--- src/rtl/dino_pkg.sv ---
// Shared constants for the dino game controller: parameter defaults and
// the encoding of the controller's three game states.
package dino_pkg;

  localparam int TICK_DIV_DEF   = 4;
  localparam int JUMP_TICKS_DEF = 3;
  localparam int SCORE_W_DEF    = 8;

  localparam logic [1:0] ST_IDLE = 2'd0;
  localparam logic [1:0] ST_RUN  = 2'd1;
  localparam logic [1:0] ST_OVER = 2'd2;

endpackage

--- src/rtl/dino_game_ctrl_if.sv ---
// Bundle of the player buttons, the obstacle_generator link and the game
// status outputs. The controller uses the master side, its environment the
// slave side.
interface dino_game_ctrl_if import dino_pkg::*; #(
  parameter int SCORE_W = SCORE_W_DEF
);

  logic               start;
  logic               jump;
  logic [7:0]         ledLine;
  logic               obs_step;
  logic               obs_clear;
  logic               dino_up;
  logic               collision;
  logic               game_over;
  logic [SCORE_W-1:0] score;

  modport master (
    input  start, jump, ledLine,
    output obs_step, obs_clear, dino_up, collision, game_over, score
  );

  modport slave (
    output start, jump, ledLine,
    input  obs_step, obs_clear, dino_up, collision, game_over, score
  );

endinterface

--- src/rtl/dino_game_ctrl_rise_det.sv ---
// Rising-edge detector: remembers last cycle's level in a flop and flags a
// cycle where the input is high but was low one clock earlier.
module rise_det (
  input  logic clk,
  input  logic reset,
  input  logic in,
  output logic pulse
);

  logic prev;

  // Capture the previous level of the button.
  always_ff @(posedge clk or posedge reset) begin
    if (reset) prev <= 1'b0;
    else       prev <= in;
  end

  assign pulse = in & ~prev;

endmodule

--- src/rtl/dino_game_ctrl.sv ---
// Dino game controller: paces the obstacle stream, handles the jump, detects
// a hit on the dino column and keeps score. Every output comes from a flop.
module dino_game_ctrl import dino_pkg::*; #(
  parameter int TICK_DIV   = TICK_DIV_DEF,
  parameter int JUMP_TICKS = JUMP_TICKS_DEF,
  parameter int SCORE_W    = SCORE_W_DEF
) (
  input logic clk,
  input logic reset,
  dino_game_ctrl_if.master bus
);

  localparam int                 TICK_W     = $clog2(TICK_DIV);
  localparam logic [TICK_W-1:0]  TICK_LAST  = TICK_W'(TICK_DIV - 1);
  localparam logic [3:0]         AIR_LOAD   = 4'(JUMP_TICKS);
  localparam logic [SCORE_W-1:0] SCORE_MAX  = '1;

  logic [1:0]         state;
  logic [TICK_W-1:0]  tick_cnt;
  logic [3:0]         air_cnt;
  logic               step_q;
  logic               clear_q;
  logic               up_q;
  logic               coll_q;
  logic               over_q;
  logic [SCORE_W-1:0] score_q;

  logic start_rise;
  logic jump_rise;
  logic in_run;
  logic hit;
  logic step_due;
  logic new_game;
  logic unused_led;

  rise_det u_start_rise (
    .clk   (clk),
    .reset (reset),
    .in    (bus.start),
    .pulse (start_rise)
  );

  rise_det u_jump_rise (
    .clk   (clk),
    .reset (reset),
    .in    (bus.jump),
    .pulse (jump_rise)
  );

  // A hit pre-empts everything else in the same cycle, including the step
  // that would otherwise be due, so the dying step never counts.
  assign in_run     = (state == ST_RUN);
  assign hit        = in_run & bus.ledLine[0] & ~up_q;
  assign step_due   = in_run & ~hit & (tick_cnt == TICK_LAST);
  assign new_game   = ~in_run & start_rise;
  assign unused_led = ^bus.ledLine[7:1];

  // Game state plus the sticky collision and game-over flags.
  always_ff @(posedge clk or posedge reset) begin
    if (reset) begin
      state  <= ST_IDLE;
      coll_q <= 1'b0;
      over_q <= 1'b0;
    end else if (new_game) begin
      state  <= ST_RUN;
      coll_q <= 1'b0;
      over_q <= 1'b0;
    end else if (hit) begin
      state  <= ST_OVER;
      coll_q <= 1'b1;
      over_q <= 1'b1;
    end
  end

  // Step pacing counter, only running while a game is in progress.
  always_ff @(posedge clk or posedge reset) begin
    if (reset) begin
      tick_cnt <= '0;
    end else if (new_game) begin
      tick_cnt <= '0;
    end else if (in_run && !hit) begin
      if (tick_cnt == TICK_LAST) tick_cnt <= '0;
      else                       tick_cnt <= tick_cnt + TICK_W'(1);
    end
  end

  // Jump: launch only from the ground, land after the air counter runs out.
  always_ff @(posedge clk or posedge reset) begin
    if (reset) begin
      up_q    <= 1'b0;
      air_cnt <= '0;
    end else if (new_game) begin
      up_q    <= 1'b0;
      air_cnt <= '0;
    end else if (in_run && !hit) begin
      if (up_q) begin
        if (step_due) begin
          air_cnt <= air_cnt - 4'd1;
          if (air_cnt == 4'd1) up_q <= 1'b0;
        end
      end else if (jump_rise) begin
        up_q    <= 1'b1;
        air_cnt <= AIR_LOAD;
      end
    end
  end

  // Score: one point per survived step, pinned at the maximum.
  always_ff @(posedge clk or posedge reset) begin
    if (reset) begin
      score_q <= '0;
    end else if (new_game) begin
      score_q <= '0;
    end else if (step_due && score_q != SCORE_MAX) begin
      score_q <= score_q + SCORE_W'(1);
    end
  end

  // One-cycle strobes towards the obstacle generator.
  always_ff @(posedge clk or posedge reset) begin
    if (reset) begin
      step_q  <= 1'b0;
      clear_q <= 1'b0;
    end else begin
      step_q  <= step_due;
      clear_q <= new_game;
    end
  end

  assign bus.obs_step  = step_q;
  assign bus.obs_clear = clear_q;
  assign bus.dino_up   = up_q;
  assign bus.collision = coll_q;
  assign bus.game_over = over_q;
  assign bus.score     = score_q;

endmodule

--- src/flat_wrapper.sv ---
// flat-port wrapper written by rule: the top's interface ports become plain ports
module dino_game_ctrl_flat import dino_pkg::*;
#(
  parameter int TICK_DIV   = TICK_DIV_DEF,
  parameter int JUMP_TICKS = JUMP_TICKS_DEF,
  parameter int SCORE_W    = SCORE_W_DEF
)
  (clk, reset, bus_start, bus_jump, bus_ledLine, bus_obs_step, bus_obs_clear, bus_dino_up, bus_collision, bus_game_over, bus_score);
  dino_game_ctrl_if #(.SCORE_W(SCORE_W)) bus_i ();
  input logic clk;
  input logic reset;
  input wire logic [$bits(bus_i.start)-1:0] bus_start;
  input wire logic [$bits(bus_i.jump)-1:0] bus_jump;
  input wire logic [$bits(bus_i.ledLine)-1:0] bus_ledLine;
  output wire logic [$bits(bus_i.obs_step)-1:0] bus_obs_step;
  output wire logic [$bits(bus_i.obs_clear)-1:0] bus_obs_clear;
  output wire logic [$bits(bus_i.dino_up)-1:0] bus_dino_up;
  output wire logic [$bits(bus_i.collision)-1:0] bus_collision;
  output wire logic [$bits(bus_i.game_over)-1:0] bus_game_over;
  output wire logic [$bits(bus_i.score)-1:0] bus_score;
  assign bus_i.start = bus_start;
  assign bus_i.jump = bus_jump;
  assign bus_i.ledLine = bus_ledLine;
  assign bus_obs_step = bus_i.obs_step;
  assign bus_obs_clear = bus_i.obs_clear;
  assign bus_dino_up = bus_i.dino_up;
  assign bus_collision = bus_i.collision;
  assign bus_game_over = bus_i.game_over;
  assign bus_score = bus_i.score;
  dino_game_ctrl #(.TICK_DIV(TICK_DIV), .JUMP_TICKS(JUMP_TICKS), .SCORE_W(SCORE_W)) u_core (.clk(clk), .reset(reset), .bus(bus_i));
endmodule
--- config.mk ---
export PLATFORM = sky130hd
export DESIGN_NAME = dino_game_ctrl_flat
export DESIGN_NICKNAME = d
export VERILOG_FILES = /design/src/rtl/dino_pkg.sv /design/src/rtl/dino_game_ctrl_if.sv /design/src/rtl/dino_game_ctrl_rise_det.sv /design/src/rtl/dino_game_ctrl.sv /design/src/flat_wrapper.sv
export SDC_FILE = /design/constraint.sdc
export NUM_CORES = 1
export LEC_CHECK = 0
export CORE_MARGIN = 5
export CORE_UTILIZATION = 33
export DETAILED_ROUTE_END_ITERATION = 8
export GPL_TIMING_DRIVEN = 0
export PLACE_DENSITY = 0.62
export SYNTH_ARGS = -nofsm -noshare
export SYNTH_HDL_FRONTEND = slang
export SYNTH_SLANG_ARGS = --single-unit
--- constraint.sdc ---
create_clock -name clk -period 2.05 [get_ports clk]
set_input_delay 0.205 -clock clk [delete_from_list [all_inputs] [get_ports clk]]
set_output_delay 0.205 -clock clk [all_outputs]
set_load 0.02 [all_outputs]
==> summary.md, run 1 <==
| Metric | Value |
|---|---|
| Placed Area | roughly 1300 um2 |
| Post-synthesis sequential area ratio | 49.8% |
| Die area | 4430 um2 |
| Clock Sinks | 21 |
| Met2 Use GR | between 15 and 20% |
| Slew HR | 46.3% |
| All-Layer GR Usage | between 10% and 20% |
| CP startpoint kind | flop |
| Crit path capture type | flop |
| Met1 Use GR | about 13% |
| Req. time, crit path | around 2300 ps |
| Tightest Pin Transition | 804 ps |
| Status | finished, final reports clean |
| Most Crowded Layer GR | met2 |
| Post_cts resized | 0 |
| Seq cells post-synth | 21 |
| Post-synth top cells | 21 x dfrtp_1, 8 x nor2_1, 7 x a21oi_1, 7 x nand2_1 |
| Slew Viols, Final | 0 |
| Initial Util | 34.6% |
| Worst-path clk slew | 120 ps |
| Final core utilization | 42.8% |
| CTS tree | yes |
| WS Path Type | reg -> reg |
| CP delay by family, top | simple AND/OR/NAND/NOR gates |
| Leakage | 0.564 nW |
| Initial antenna violation count | 0 |
| Tmin final | 1800 ps |
| PwrDens | 919 nW/um2 |
| Final cell count without fillers | 169 |
| Share of layout cells above drive strength 1 | a little under an eighth |
| Core area | a little over 3000 um2 |
| Top cell type's share of synthesized area | 49.8% |
| CTS H-Tree Depth | 1 |
| VDD IR-drop max | between 400 and 500 uV |
| Die Wd | 66.6 um |
| Post-synth net total | 120 |
| RSZ-0062 raised after global routing | no |
| Grt ovf | 0 |
| Longest Clk Path Bufs | 2 |
| Yosys warnings | 0 |
| Leading area contributor after synthesis | dfrtp_1 |
| Routing usage on met3 | 3.88% |
| Port Buffer Count | 17 |
| Crit-path cells | nand2b_1, nor4_1, or2_2, mux2_2 |
| Area growth from synthesis to layout | 23.8% |
| Remaining DRCs | 0 |
| Setup Viol. Count Final | 0 |
| DR iter-0 viols | 83 |
| Post-synth EDFFs | 0 |
| Highest clock rate | 555 MHz |
| Drt wl/cell | 13.1 um |
| ANT cells | 0 |
| Post-Syn Area | 1060 um2 |
| Clock latency on the worst-skew pair | 300 ps |
| Detailed Route WL | 2210 um |
| Top_reg_cell synth | dfrtp_1 |
| Gate Count Post-Synth | roughly 100 |
| Critical-path top delay cell | nor4_1 |
| Distinct cells, synth | 34 |
| DP HPWL | 1620 um |
| Global-route wire length before repair | around 3800 um |
| Layout Skew | 8.81 ps |
| Crit path DAT | approximately 2000 ps |
| Via count | 877 |
| Worst-case reg-to-reg path depth | 4 |
| Area contributors post-synth | dfrtp_1 50%, mux2i_1 5.7%, ha_1 4.7% |
| Vias/cell | between 5 and 6 |
| Crit path buf inv count | 0 |
| Die height | 66.6 um |
| Hold-fix buffers, CTS | 0 |
| Rows | 20 |
| Final Hold Viols | 0 |
| Slowest Stage Delay on Critical Path | 460 ps |
| I/O pin count | 25 |
| Synth async-reset ratio | 100% |
| Cells after DPL | 165 |
| Hold Crit Class | in -> async |
| Final period utilization | just under 90% |
| CP Max Fanout | 7 |
| CTS Buf Count | 3 |
| Post CTS Setup Buffer Count | 0 |
| Root Driver | clkbuf_4 |
| Stages on the worst setup path | 4 |
| Final nets | 142 |
| RePlAce Congestion | between 0.8 and 0.9 |
| Max-cap violation count | 0 |
| Top-count cell post-synth | dfrtp_1 |
| Filler cells | 321 |
| Pre-antenna DRT Iters | 4 |
| Largest net degree at the start of global routing | 22 |
| Synth Area per Inst | around 10 um2 |
| Vias in the first global route | 899 |
| Post-route cell area | approximately 1300 um2 |
| DRT antenna net count | 0 |
| Setup TNS | 0 ps |
final timing paths:
path	start	endpoint	slack [ps]
max reg2reg	u_core.bus.collision$_DFFE_PP0P_	u_core.air_cnt[1]$_DFFE_PP0P_	250
max in group asynchronous	reset	u_core.air_cnt[1]$_DFFE_PP0P_	1210
min reg2reg	u_core.air_cnt[1]$_DFFE_PP0P_	u_core.air_cnt[1]$_DFFE_PP0P_	540
min in group clk	bus_start	u_core.u_start_rise.prev$_DFF_PP0_	360
max	u_core.bus.collision$_DFFE_PP0P_	u_core.air_cnt[1]$_DFFE_PP0P_	250
min	reset	u_core.bus.obs_clear$_DFF_PP0_	340
where the power goes:
group	switching [W]	leakage (nW)	total, W	internal, W
Sequential	0.0000890	0.275	0.000585	0.000496
Combinational	0.000212	0.275	0.000416	0.000204
Clock	0.000126	0.0150	0.000202	0.0000759
layer usage:
| layer | vias up | routed length (um) |
|---|---|---|
| met3 | 6 | 140 |
| met2 | 28 | 1070 |
| met4 | 0 | 17 |
| li1 | 415 | - |
| met1 | 428 | 980 |
| met5 | - | 0 |
area by class of cell:
class / count / area, um2 / share of cell area, %
multi-input cells: 76 / 500 / 38.3
clock buffers: 4 / 26.3 / 2.01
well taps: 44 / 55.1 / 4.21
inverters: 6 / 22.5 / 1.72
plain buffers: 1 / 7.51 / 0.574
repair buffers: 17 / 170 / 13.0
flip-flops and latches: 21 / 526 / 40.2
per-stage QoR:
step / total power (W) / hold WS, ps / setup WS, ps
after floorplan: 0.000858 / 182 / 429
after global placement: 0.000983 / 507 / 293
after detailed placement: 0.00101 / 517 / 248
after CTS: 0.00122 / 358 / 287
after global routing: 0.00129 / 356 / 180
final: 0.00120 / 338 / 248
worst reg2reg max path, delay by kind of cell (launching register included):
kind,cells,cell delay [ps]
mux,1,330
flops,1,450
simple gates,3,920
state kept, by name, summed over array words and instances (netlist names):
| name | count |
|---|---|
| u_core.air_cnt | 4 |
| u_core.bus.collision | 1 |
| u_core.bus.dino_up | 1 |
| u_core.bus.obs_clear | 1 |
| u_core.bus.obs_step | 1 |
| u_core.bus.score | 8 |
| u_core.state | 1 |
| u_core.tick_cnt | 2 |
| u_core.u_jump_rise.prev | 1 |
| u_core.u_start_rise.prev | 1 |
cell families after synthesis:
kind of cell,synth area share [%]
buffers and inverters,2.84
AND/OR/NAND/NOR,24.3
AO/OA/AOI/OAI,10.5
multiplexers,7.82
flip-flops,49.8
adder cells (fa/ha/maj),4.74
cell usage in the layout, fill, tap and decap left out, types with 2 or more instances in the layout:
master and count:
dfrtp_1 21, clkdlybuf4s50_1 17, nor2_1 8, a21oi_1 7, nand2_1 7, o21ai_0 6, mux2i_1 6, nand3_1 5
inv_1 5, nand2b_1 4, ha_1 4, nand4_1 3, or2_2 3, nor3_1 3, clkbuf_4 3, mux2_2 2
(Power assumes the default switching activity.)
==> inputs of run 2 (changes only) <==
- CORE_UTILIZATION: 33 -> 48
- PLACE_DENSITY: 0.62 -> 0.82
==> summary.md, run 2 (synthesized netlist as in run 1, its figures left out) <==
| Metric | Value |
|---|---|
| Longest Clk Path Bufs | 2 (unchanged) |
| Reg2reg setup slack | 320 ps (+80 ps) |
| Port Buffer Count | 17 (unchanged) |
| R2r startpoint | u_core.bus.collision$_DFFE_PP0P_ |
| Hold Crit Class | in -> async |
| VDD IR-drop max | 567 uV (+20%) |
| Register area | 526 um2 (unchanged) |
| Tightest Pin Transition | 805 ps (+0.286 ps) |
| Crit path capture type | flop |
| Vias in the first global route | 838 (-6.8%) |
| Sw power | 0.000418 W (-2.2%) |
| Clk pwr share | 16.8% (about the same) |
| Slew HR | 46.3% (about the same) |
| Total power | 0.00119 W (-1.2%) |
| Core area | 2150 um2 (-30%) |
| Area growth from synthesis to layout | 22.0% |
| Req. time, crit path | 2260 ps (about the same) |
| Die area | 3240 um2 (-27%) |
| Comb power frac | 34.3% (-0.3 points) |
| Sequential share of power | 48.9% (+0.2 points) |
| Clock latency on the worst-skew pair | 310 ps (about the same) |
| Die Wd | 56.9 um (-15%) |
| Crit path DAT | 1940 ps (-60 ps) |
| DP HPWL | 1500 um (-7.5%) |
| Grt ovf | 0 (unchanged) |
| Max-cap violation count | 0 (unchanged) |
| Setup WS pre-CTS | 266 ps (+18.0 ps) |
| Rows | 17 (-15%) |
| Tmin final | 1730 ps (-77.3 ps) |
| DR iter-0 viols | 8 (-90%) |
| Clock Sinks | 21 (unchanged) |
| RePlAce Congestion | 0.830 (+2.8%) |
| Setup ws final | 325 ps (+77.3 ps) |
| Leading cell types in the layout, fill and taps excluded | 21 x dfrtp_1, 17 x clkdlybuf4s50_1, 8 x nor2_1, 7 x a21oi_1, 7 x nand2_1 |
| R2R Path End | u_core.air_cnt[1]$_DFFE_PP0P_ |
| Post CTS Setup Buffer Count | 0 (unchanged) |
| Commonest non-fill, non-tap cell in the layout | dfrtp_1 |
| Remaining DRCs | 0 (unchanged) |
| Setup Viol. Count Final | 0 (unchanged) |
| Largest net degree at the start of global routing | 22 (unchanged) |
| Initial Util | 49.2% (+15 points) |
| CP startpoint | u_core.bus.collision$_DFFE_PP0P_ |
| WS Path Type | reg -> reg |
| Via count | 837 (-4.6%) |
| Vias/cell | 5.47 (+5.4%) |
| Detailed Route WL | 2000 um (-9.5%) |
| Final Hold Viols | 0 (unchanged) |
| Final period utilization | 84.1% (-3.8 points) |
| DRT antenna net count | 0 (unchanged) |
| CP Max Fanout | 7 (unchanged) |
| Status | finished, final reports clean |
| Initial antenna violation count | 0 (unchanged) |
| PwrDens | 922 nW/um2 (+0.22%) |
| Hold-fix buffers, CTS | 0 (unchanged) |
| Leakage | 0.567 nW (+0.48%) |
| Switch share | 35.2% (-0.34 points) |
| Drt wl/cell | 13.1 um (about the same) |
| All-Layer GR Usage | 14.0% (+2.9 points) |
| Slew Viols, Final | 0 (unchanged) |
| Final nets | 142 (unchanged) |
| Post_cts resized | 0 (unchanged) |
| Layout Skew | 9.54 ps (+0.729 ps) |
| Share of layout cells above drive strength 1 | 12.8% (+0.80 points) |
| WHS | 333 ps (-4.43 ps) |
| Die height | 56.9 um (-15%) |
| Worst-path clk slew | 120 ps (about the same) |
| Root Driver | clkbuf_4 |
| Setup TNS | 0 ps (unchanged) |
| Global-route wire length before repair | 3570 um (-6.7%) |
| CTS tree | yes |
| CP startpoint kind | flop |
| RSZ-0062 raised after global routing | no |
| Highest clock rate | 580 MHz (+4.5%) |
| Worst-case reg-to-reg path depth | 4 (unchanged) |
| Pre-antenna DRT Iters | 4 (unchanged) |
| Cell Int Power | 0.000770 W (-0.69%) |
| Max reg flops | 8 (unchanged) |
| Area occupied by multi-input gates | 500 um2 (unchanged) |
| I/O pin count | 25 (unchanged) |
| CTS Buf Count | 3 (unchanged) |
| CTS H-Tree Depth | 1 (unchanged) |
| ANT cells | 0 (unchanged) |
| Filler cells | 199 (-38%) |
-- run 2: cell types whose count changed in the layout (fill, tap and decap cells not counted), sizes merged --
cell	previous run	this run
clkinv	0	1
clkbuf	4	3
-- run 2: cell type report --
type | instances | area share (%)
flip-flops and latches | 21 | 40.8
multi-input cells | 76 | 38.8
repair buffers | 17 | 13.2
well taps | 28 | 2.72
clock buffers | 3 | 1.75
inverters | 6 | 1.75
plain buffers | 1 | 0.583
clock inverters | 1 | 0.388
-- run 2: worst max-delay path by stage --
stage                                               end  slack [ps]  cells past startpoint
after floorplan           u_core.air_cnt[0]$_DFFE_PP0P_         430                      4
after global placement    u_core.air_cnt[1]$_DFFE_PP0P_         310                      5
final                     u_core.air_cnt[1]$_DFFE_PP0P_         320                      4
after CTS                                   bus_dino_up         330                      1
after detailed placement  u_core.air_cnt[1]$_DFFE_PP0P_         270                      5
after global routing      u_core.air_cnt[0]$_DFFE_PP0P_         260                      4
-- run 2: layer usage --
metal	vias to the layer above	routed length [um]	GRT usage (%)
li1	412	-	-
met1	398	911	17.5
met2	22	923	22.7
met3	5	116	3.22
met4	0	46	6.95
met5	-	0	0
-- run 2: power groups by stage --
stage	registers (W)	logic [W]	clock network [W]
after floorplan	0.000601	0.000257	0
after global placement	0.000583	0.000394	0
after detailed placement	0.000591	0.000408	0
after CTS	0.000583	0.000410	0.000208
after global routing	0.000603	0.000457	0.000224
final	0.000581	0.000407	0.000200
-- run 2: worst max-delay path, cell delays in order, from the launching register on --
cell and delay (ps):
dfrtp_1 450, nand2b_1 200, nor4_1 410, or2_2 240
mux2_2 340
-- run 2: stage by stage --
| step | std cells | util [%] | area (um2) |
|---|---|---|---|
| 2_1_floorplan | 104 | - | 1060 |
| 3_3_place_gp | 149 | 58.7 | 1260 |
| 3_5_place_dp | 149 | 58.7 | 1260 |
| 6_report | 153 | 60.0 | 1290 |
| 4_1_cts | 153 | 60.0 | 1290 |
| 5_1_grt | 153 | 60.0 | 1290 |
==> RTL edit: new RTL, settings of run 2 <==
Make the reset (`reset`) synchronous in 6 clocked blocks.
--- a/src/rtl/dino_game_ctrl_rise_det.sv
+++ b/src/rtl/dino_game_ctrl_rise_det.sv
@@ -11,5 +11,5 @@
 
   // Capture the previous level of the button.
-  always_ff @(posedge clk or posedge reset) begin
+  always_ff @(posedge clk) begin
     if (reset) prev <= 1'b0;
     else       prev <= in;
--- a/src/rtl/dino_game_ctrl.sv
+++ b/src/rtl/dino_game_ctrl.sv
@@ -57,5 +57,5 @@
 
   // Game state plus the sticky collision and game-over flags.
-  always_ff @(posedge clk or posedge reset) begin
+  always_ff @(posedge clk) begin
     if (reset) begin
       state  <= ST_IDLE;
@@ -74,5 +74,5 @@
 
   // Step pacing counter, only running while a game is in progress.
-  always_ff @(posedge clk or posedge reset) begin
+  always_ff @(posedge clk) begin
     if (reset) begin
       tick_cnt <= '0;
@@ -86,5 +86,5 @@
 
   // Jump: launch only from the ground, land after the air counter runs out.
-  always_ff @(posedge clk or posedge reset) begin
+  always_ff @(posedge clk) begin
     if (reset) begin
       up_q    <= 1'b0;
@@ -107,5 +107,5 @@
 
   // Score: one point per survived step, pinned at the maximum.
-  always_ff @(posedge clk or posedge reset) begin
+  always_ff @(posedge clk) begin
     if (reset) begin
       score_q <= '0;
@@ -118,5 +118,5 @@
 
   // One-cycle strobes towards the obstacle generator.
-  always_ff @(posedge clk or posedge reset) begin
+  always_ff @(posedge clk) begin
     if (reset) begin
       step_q  <= 1'b0;
Function: differs if reset is asserted again (counterexample within 4 cycles, from zero or initial values and one cycle with reset high); with reset held inactive, the same outputs for 10 cycles.
==> RTL edit against run 2 <==
Final area decreased by 1.2%; utilization rose by 3.0 points; clock skew decreased by 0.0028 ns; sequential cell count unchanged; sequential share of layout area shrank 7.8 points; maximum frequency is 3.5% lower; die area fell by 0.98%; area after synthesis shrank 1.2%; wire length grew 12%; highest routed layer unchanged; worst setup slack worse by 0.063 ns.
Power is not compared: it rests on default switching activity, and its combinational part moved more than twofold at a synthesized area within 25%.
==> RTL edit: results (changes against run 2) <==
routedWlPerCell_um: 13.3  # was 13.1 um
synth_common_cells: "dfxtp_1, a21oi_1, nor2_1, nand2_1, o21ai_0"  # was dfrtp_1, nor2_1, a21oi_1, nand2_1
skew_ns: 0.00670  # was 0.00954 ns
cp-startpoint: "u_core.tick_cnt[0]$_SDFFE_PP0P_"  # was u_core.bus.collision$_DFFE_PP0P_
setup_ws_ns: 0.262  # was 0.325 ns
ys_seq_area_share_pct: 40.3  # was 49.8%
worst_pin_slew_ns: 0.577  # was 0.805 ns
hold_ws_ns: 0.467  # was 0.333 ns
drt-initial-drc-count: 15  # was 8
cts_sinks: 21  # unchanged
layout.cells.non_filler: 168  # was 153
synth_cell_types: 41  # was 34
preCtsSetupSlack_ns: 0.113  # was 0.266 ns
via_per_inst: 5.74  # was 5.47
multi_input_area_share_pct: 45.0  # was 38.8%
crit_path_top_delay_cell: "or4b_2"  # was dfrtp_1
synth_area_per_cell_um2: 8.70  # was 10.2 um^2
status: "complete, no violations"  # unchanged
row_count: 16  # was 17
n_all_inverters: 3  # was 6
grt.total_usage_pct: 14.2  # was 14.0%
areaGrowthSynthToFinish_pct: 22.1  # was 22.0%
cpPeakStageDelay_ns: 0.66  # was 0.45 ns
grt_pass1_vias: 854  # was 838
synthArstFlopShare_pct: 0  # was 100%
buf_share_pct: 16.4  # was 13.8%
grt_pass1_wl_um: 3680  # was 3570 um
dpl_cell_area_mm2: 0.00125  # was 0.00126 mm^2
globalplace.congestion: 0.777  # was 0.830
antenna_cells: 0  # unchanged
synthMuxAreaShare_pct: 2.04  # was 7.82%
drive_gt1_share_pct: 9.22  # was 12.8%
netlist.area_leader.share_pct: 40.3  # was 49.8%
rr_endpoint: "u_core.bus.dino_up$_SDFFE_PP0P_"  # was u_core.air_cnt[1]$_DFFE_PP0P_
multiInputCombCellCount: 90  # was 76
antenna_found_initial: 0  # unchanged
synthesis.nets: 136  # was 120
nNetsFinal: 158  # was 142
arrival_ns: 1.99  # was 1.94 ns
grt_max_degree: 12  # was 22
synthAdderAreaFrac_pct: 4.80  # was 4.74%
clock_area_share_pct: 2.06  # was 2.14%
cts_root_buf: "clkbuf_4"  # unchanged
synth-xor-area-share_pct: 0.839  # was 0%
clk_pin_slew_ns: 0.11
synth_area_leaders: "dfxtp_1, a21oi_1, ha_1, nor2_1, nand2_1"  # was dfrtp_1, mux2i_1, ha_1, a21oi_1, o21ai_0
nClkBuffers: 4  # was 3
slew_viol_final: 0  # unchanged
hp-class: "in -> reg"  # was in -> async
fillers: 166  # was 199
detailed_place_hpwl_um: 1690  # was 1500 um
reg2reg_depth: 6  # was 4
cp_max_fo: 9  # was 7
RTL edit: cell count changes in the layout (fill, tap and decap cells not counted), moves of 4 or more:
cell,change
a21oi_1,+5
nand2_1,+4
nor2b_1,+5
dfrtp_1,-21
dfxtp_1,+21
mux2i_1,-5
nor2_1,+4
RTL edit: worst reg2reg max path: cells and delay by family, from the launching register on:
kind	cells	cell delay (ns)
flip-flops	1	0.36
adder cells (fa/ha/maj)	1	0.15
AO/OA/AOI/OAI	1	0.19
buffers and inverters	1	0.16
AND/OR/NAND/NOR	3	0.83
RTL edit: routing by layer:
metal  up-vias  track usage [%]  wire length [um]
met5         -                0                 0
met4         0             5.42                 8
met3         2             2.75                94
met2        29             24.4              1130
met1       462             17.3              1010
li1        472                -                 -
RTL edit: report_power, final:
| group | switching (mW) | internal [mW] |
|---|---|---|
| clock | 0.128 | 0.0759 |
| sequential | 0.00734 | 0.416 |
| combinational | 0.0419 | 0.0334 |
